==> src/rtl/bitwise_logic_unit_pkg.sv <==
// Shared types for the bitwise logic unit: operation codes and burst state.
// Imported by the operation core and the top level.
package logic_unit_pkg;

   typedef enum logic [2:0] {
      OP_AND    = 3'd0,
      OP_OR     = 3'd1,
      OP_XOR    = 3'd2,
      OP_NAND   = 3'd3,
      OP_NOR    = 3'd4,
      OP_XNOR   = 3'd5,
      OP_NOT_X  = 3'd6,
      OP_PASS_X = 3'd7
   } op_e;

   typedef enum logic {
      ST_IDLE  = 1'b0,
      ST_ACCUM = 1'b1
   } state_e;

endpackage

==> src/rtl/bitwise_logic_unit_op.sv <==
// Combinational bitwise operation core shared by first and continuation beats.
// Unary operations act on operand a, which always carries the incoming X beat.
module bitwise_op
   import logic_unit_pkg::*;
#(
   parameter int WIDTH = 8
) (
   input  op_e              op,
   input  logic [WIDTH-1:0] a,
   input  logic [WIDTH-1:0] b,
   output logic [WIDTH-1:0] y
);

   always_comb begin
      y = '0;
      case (op)
         OP_AND:    y = a & b;
         OP_OR:     y = a | b;
         OP_XOR:    y = a ^ b;
         OP_NAND:   y = ~(a & b);
         OP_NOR:    y = ~(a | b);
         OP_XNOR:   y = ~(a ^ b);
         OP_NOT_X:  y = ~a;
         OP_PASS_X: y = a;
         default:   y = '0;
      endcase
   end

endmodule

==> src/rtl/bitwise_logic_unit.sv <==
// Registered bitwise logic unit with valid/ready handshake and multi-beat
// accumulate (reduction) bursts.
//
// state    | meaning
// ---------+------------------------------------------------------------
// ST_IDLE  | next accepted beat is a first beat (operates on X and Y)
// ST_ACCUM | burst open; beats fold X into acc with the latched OP
//
// The output register (out_valid/OUT/ZERO/BEAT_CNT) is independent of the
// burst state, so a burst may start while the previous result drains.
module bitwise_logic_unit
   import logic_unit_pkg::*;
#(
   parameter int WIDTH = 8,
   parameter int CNT_W = 4
) (
   input  logic             clk,
   input  logic             rst_n,
   input  logic             in_valid,
   output logic             in_ready,
   input  logic [WIDTH-1:0] X,
   input  logic [WIDTH-1:0] Y,
   input  logic [2:0]       OP,
   input  logic             ACC,
   input  logic             LAST,
   output logic             out_valid,
   input  logic             out_ready,
   output logic [WIDTH-1:0] OUT,
   output logic             ZERO,
   output logic [CNT_W-1:0] BEAT_CNT
);

   localparam logic [CNT_W-1:0] CNT_MAX = '1;
   localparam logic [CNT_W-1:0] CNT_ONE = CNT_W'(1);

   state_e           state_q, state_d;
   op_e              op_q, op_d;
   logic [WIDTH-1:0] acc_q, acc_d;
   logic [CNT_W-1:0] cnt_q, cnt_d;
   logic [WIDTH-1:0] out_q, out_d;
   logic             zero_q, zero_d;
   logic [CNT_W-1:0] beat_cnt_q, beat_cnt_d;
   logic             out_valid_q, out_valid_d;

   logic             in_burst;
   logic             accept;
   logic             finish;
   op_e              op_sel;
   logic [WIDTH-1:0] opnd_b;
   logic [WIDTH-1:0] op_y;
   logic [CNT_W-1:0] cnt_next;

   assign in_ready = !out_valid_q || out_ready;
   assign accept   = in_valid && in_ready;
   assign in_burst = (state_q == ST_ACCUM);

   // X always drives operand a so unary ops see X on every beat; binary ops
   // are symmetric, so (acc, X) and (X, acc) give the same result.
   assign op_sel = in_burst ? op_q : op_e'(OP);
   assign opnd_b = in_burst ? acc_q : Y;

   bitwise_op #(
      .WIDTH (WIDTH)
   ) u_op (
      .op (op_sel),
      .a  (X),
      .b  (opnd_b),
      .y  (op_y)
   );

   assign cnt_next = !in_burst ? CNT_ONE :
                     (cnt_q == CNT_MAX) ? cnt_q : cnt_q + CNT_ONE;

   assign finish = accept && (in_burst ? LAST : (!ACC || LAST));

   always_comb begin
      state_d     = state_q;
      op_d        = op_q;
      acc_d       = acc_q;
      cnt_d       = cnt_q;
      out_d       = out_q;
      zero_d      = zero_q;
      beat_cnt_d  = beat_cnt_q;
      out_valid_d = out_valid_q;

      if (accept) begin
         acc_d   = op_y;
         cnt_d   = cnt_next;
         state_d = finish ? ST_IDLE : ST_ACCUM;
         if (!in_burst) begin
            op_d = op_e'(OP);
         end
      end

      if (finish) begin
         out_d       = op_y;
         zero_d      = (op_y == '0);
         beat_cnt_d  = cnt_next;
         out_valid_d = 1'b1;
      end else if (out_ready) begin
         out_valid_d = 1'b0;
      end
   end

   always_ff @(posedge clk or negedge rst_n) begin
      if (!rst_n) begin
         state_q     <= ST_IDLE;
         op_q        <= OP_AND;
         acc_q       <= '0;
         cnt_q       <= '0;
         out_q       <= '0;
         zero_q      <= 1'b0;
         beat_cnt_q  <= '0;
         out_valid_q <= 1'b0;
      end else begin
         state_q     <= state_d;
         op_q        <= op_d;
         acc_q       <= acc_d;
         cnt_q       <= cnt_d;
         out_q       <= out_d;
         zero_q      <= zero_d;
         beat_cnt_q  <= beat_cnt_d;
         out_valid_q <= out_valid_d;
      end
   end

   assign out_valid = out_valid_q;
   assign OUT       = out_q;
   assign ZERO      = zero_q;
   assign BEAT_CNT  = beat_cnt_q;

endmodule

==> config.mk <==
export PLATFORM = sky130hd
export DESIGN_NAME = bitwise_logic_unit
export DESIGN_NICKNAME = d
export VERILOG_FILES = /design/src/rtl/bitwise_logic_unit_pkg.sv /design/src/rtl/bitwise_logic_unit_op.sv /design/src/rtl/bitwise_logic_unit.sv
export SDC_FILE = /design/constraint.sdc
export NUM_CORES = 1
export LEC_CHECK = 0
export BUFFER_PORTS_ARGS = -buffer_cell sky130_fd_sc_hd__buf_2
export CORE_ASPECT_RATIO = 0.9
export CORE_MARGIN = 4
export CORE_UTILIZATION = 56
export CTS_CLUSTER_DIAMETER = 60
export CTS_CLUSTER_SIZE = 8
export DETAILED_ROUTE_END_ITERATION = 10
export PLACE_DENSITY = 0.85
export SYNTH_ARGS = -nofsm -noshare
export SYNTH_HDL_FRONTEND = slang
export SYNTH_SLANG_ARGS = --single-unit
==> constraint.sdc <==
create_clock -name clk -period 3.2 [get_ports clk]
set_clock_uncertainty 0.2 [all_clocks]
set_input_delay 0.64 -clock clk [delete_from_list [all_inputs] [get_ports clk]]
set_output_delay 0.64 -clock clk [all_outputs]
set_load 0.01 [all_outputs]
==> metrics list <==
- The flow ran to the end, and the final reports show no timing, DRC or antenna violations.
- Distinct cell type count after synthesis: 51
- Core box area: just under 4000 um2
* Die Span X: ~76 um
- In the global route stage, overall resource usage came out at 21.9%.
- Antenna violations before repair: 0
- After Yosys synthesis, and, or, nand and nor cells account for around 16% of the synthesized area.
- The cell sitting at the root of the clock tree is a sky130_fd_sc_hd__clkbuf_8.
- The first global-routing pass estimated 9.14 mm of wire.
* Final Hold Slack: ~190 ps
* Xor/xnor share of the synthesized area: roughly 1.9%
- Number of synthesized flops with an enable pin: 0
- Die ar.: around 5200 um2
* Post-synthesis async set-or-reset flop share: between 90% and 100%
- Die height: 69.1 um
- Number of vias after detailed routing: ~2100
* Total of endpoints with negative setup slack in the final report: 0
- Arrival time of data at the critical path endpoint: around 2800 ps
- TritonCTS sink count: 30
- Number of post-CTS setup repair buffers: 0
* Critical path type: reg -> reg
* Pin count of the biggest net entering global routing: 31
* Post-synth top area cell: sky130_fd_sc_hd__dfrtp_1
- Power per standard cell area: 737 nW/um2
- The total overflow left after global routing is 0.
* Number of antenna cells inserted: 0
- Count of unresolved DRC violations after routing: 0
- Subtracting the final worst setup slack from the clock period gives approximately 2900 ps.
- HPWL Detailed: around 4.0 mm
- TritonCTS clock tree: yes
- For the pin with the worst max-slew slack, the measured transition is 958 ps.
* Type of element capturing the critical path: flop
- The area growth from synthesis to layout is 12.8%.
* Initial Util: 60.2%
- The final number of hold-violating endpoints came to 0.
* Via density per instance: roughly 6
- Drt first pass iters: 4
* Synthesized-area fraction occupied by ao, oa, aoi and oai cells: 19.9%
- Summed over all layers, the routed wires come to ~5.5 mm.
* Worst slew slack as a fraction of its limit: between 30% and 40%
- No sink is reached through more buffers than the 2 on the longest clock path.
- Post-CTS sizing: 0
- For this block, the initial DRC count from the detailed router was between 150 and 200.
- Startpoint type of the worst setup path: flop
- Averaged over all synthesized cells, the footprint is 8.90 um2.
- # port buffers: 39
- Synthesis inferred 30 register bits.
- Share of synthesized area occupied by flip-flops and latches: between 30% and 40%
* Prevailing post-synth register cell: sky130_fd_sc_hd__dfrtp_1
- VDD IR-drop max: between 0.4 and 0.5 mV
- Power after layout: between 1.5 and 2 mW
- Cells with a size suffix above 1 make up 22.7% of the layout.
* Clock-pin slew reported for the worst setup and hold paths after clock tree synthesis: roughly 70 ps
- The number of nets handed over by synthesis was around 300.
* Setup tns final: 0 ps
- Setup slack on the worst reg-to-reg path comes out at about 330 ps.
* Type of the most critical hold path: in -> async
* Final core utilization: slightly below 70%
* Number of nets still failing antenna checks after routing: 0
- Unrepaired setup endpoints after global routing: no
* CTS Hold Bufs: 0
- Critical path, cell by cell: buf_4 > mux2i_4 > nand2_1 > a41oi_1 > or4b_1 > o2111ai_1 > o31ai_2
- The cell area that synthesis handed to floorplanning was roughly 2300 um2.
- After detailed routing, the average wire length per cell comes to approximately 16 um.
- Based on the critical path, the design can be clocked at up to ~350 MHz.
- Final Cycle Share: between 80% and 90%
* Maximum net fanout on the critical path: 18
* Global placer's final weighted congestion: between 0.8 and 0.9
* Adder and majority gate portion of the synthesized area: a little under a tenth
- Count of synthesis-stage warnings from yosys: 0
- Clk Latency, worst-skew pair: approximately 280 ps
- The worst path meets setup with 334 ps of slack.
* Number of global-route vias before repair: between 2000 and 2500
* Share of synthesized area spent on multiplexers: ~14%
* H-Tree Depth: 2
- In the synthesized netlist, the number of instances is 261.
- After synthesis, the largest family of logic cells by area is compound AO/OA/AOI/OAI gates.
- Ranked by total cell area, the synthesized netlist is headed by sky130_fd_sc_hd__dfrtp_1, sky130_fd_sc_hd__ha_1, sky130_fd_sc_hd__mux2i_1.
- Max-slew violation total from the final report: 0
* Number of nets at the end of the flow: 340
- Number of violations of the max-capacitance limit: 0
- Critical Path Max Stage Delay: approximately 580 ps
- The share of synthesized area in the top cell type comes to between 30% and 40%.
* Number of rows created at floorplan: 21
- TritonCTS created 5 clock buffers.
- STA puts the critical path data required time at roughly 3200 ps.
- # IOs: 40
* Setup slack after placement: 381 ps
- Highest-delay cell along the critical path: sky130_fd_sc_hd__mux2i_4
- Summed over all cells, the static leakage comes to 1.27 nW.
cells in the final DEF (no fill, tap or decap), types with 2 or more instances in the layout:
cell	count
sky130_fd_sc_hd__clkbuf_8	6
sky130_fd_sc_hd__a211oi_1	5
sky130_fd_sc_hd__nand2_1	35
sky130_fd_sc_hd__buf_2	39
sky130_fd_sc_hd__a31oi_1	3
sky130_fd_sc_hd__and3b_1	2
sky130_fd_sc_hd__a21oi_1	8
sky130_fd_sc_hd__mux2i_4	2
sky130_fd_sc_hd__xnor2_1	5
sky130_fd_sc_hd__mux2_4	2
sky130_fd_sc_hd__o21a_1	3
sky130_fd_sc_hd__mux2_2	8
sky130_fd_sc_hd__o21ai_0	25
sky130_fd_sc_hd__buf_4	4
sky130_fd_sc_hd__nand3b_1	2
sky130_fd_sc_hd__dfrtp_1	30
sky130_fd_sc_hd__and3_1	2
sky130_fd_sc_hd__o31ai_1	3
sky130_fd_sc_hd__o211ai_1	5
sky130_fd_sc_hd__nand3_1	5
sky130_fd_sc_hd__or3_1	2
sky130_fd_sc_hd__mux2i_1	15
sky130_fd_sc_hd__o21ai_1	2
sky130_fd_sc_hd__ha_1	17
sky130_fd_sc_hd__a41oi_1	2
sky130_fd_sc_hd__nor4_1	6
sky130_fd_sc_hd__nor3_1	3
sky130_fd_sc_hd__inv_1	19
sky130_fd_sc_hd__nor2_1	16
worst max-delay path, delay by kind of cell, from the launching register on:
family	cells	cell delay [ps]
buffers and inverters	1	320
AOI/OAI and AO/OA	3	500
muxes	1	580
DFF	1	510
and+or+nand+nor	2	640
power breakdown:
group | switching (mW) | leakage (nW) | internal [mW]
clock network | 0.150 | 0.0472 | 0.173
logic | 0.560 | 0.856 | 0.417
registers | 0.104 | 0.370 | 0.527
total | 0.814 | 1.27 | 1.12
cell usage after synthesis, drive strengths merged (3+ instances only):
master  number
a211oi       5
o21a         3
a31oi        3
mux2        10
nor3         3
nor2        16
buf          7
o211ai       6
o21ai       27
ha          17
nor4         6
nand3        5
xnor2        5
nand2       35
a21oi        8
inv         19
dfrtp       30
o31ai        4
clkbuf       6
mux2i       18
registers in the layout, summed over array words and instances, names as in the netlist:
| name | cells |
|---|---|
| OUT | 8 |
| cnt_q | 4 |
| ZERO | 1 |
| in_burst | 1 |
| out_valid | 1 |
| BEAT_CNT | 4 |
| op_q | 3 |
| acc_q | 8 |
logic make-up after synthesis:
kind of cell	after synthesis
and+or+nand+nor	79
AOI/OAI and AO/OA	70
buffers and inverters	32
DFF	30
muxes	28
adders and majority gates	17
xor gates and xnor gates	5
metrics by stage:
step / area (um2) / instances
2_1_floorplan: 2320 / 261
5_1_grt: 2620 / 345
3_5_place_dp: 2520 / 337
3_3_place_gp: 2520 / 337
6_report: 2620 / 345
4_1_cts: 2620 / 345
final timing paths:
kind / from / endpoint / cells after the start
setup / recovery: in_burst / ZERO / 7
hold / removal: rst_n / op_q[2] / 1
setup reg to reg: in_burst / ZERO / 7
hold reg to reg: acc_q[3] / acc_q[3] / 2
max in group asynchronous: rst_n / OUT[7] / 1
min in group clk: acc_q[3] / acc_q[3] / 2
per-layer routing:
layer  global-route usage (%)  routed length (um)  part of all wire (%)
met3                     4.36                 285                   5.2
met1                     30.1                2520                    46
met4                     7.38                 109                   2.0
met2                     33.9                2560                    47
met5                        0                   0                     0
layout make-up:
type | count | area (um2)
inverter | 19 | 71.3
clock inverter | 2 | 12.5
timing repair buffer | 43 | 225
fill | 306 | 1240
multi-input combinational | 199 | 1420
sequential | 30 | 751
tap | 46 | 57.6
clock buffer | 6 | 82.6
(Power assumes the default switching activity.)
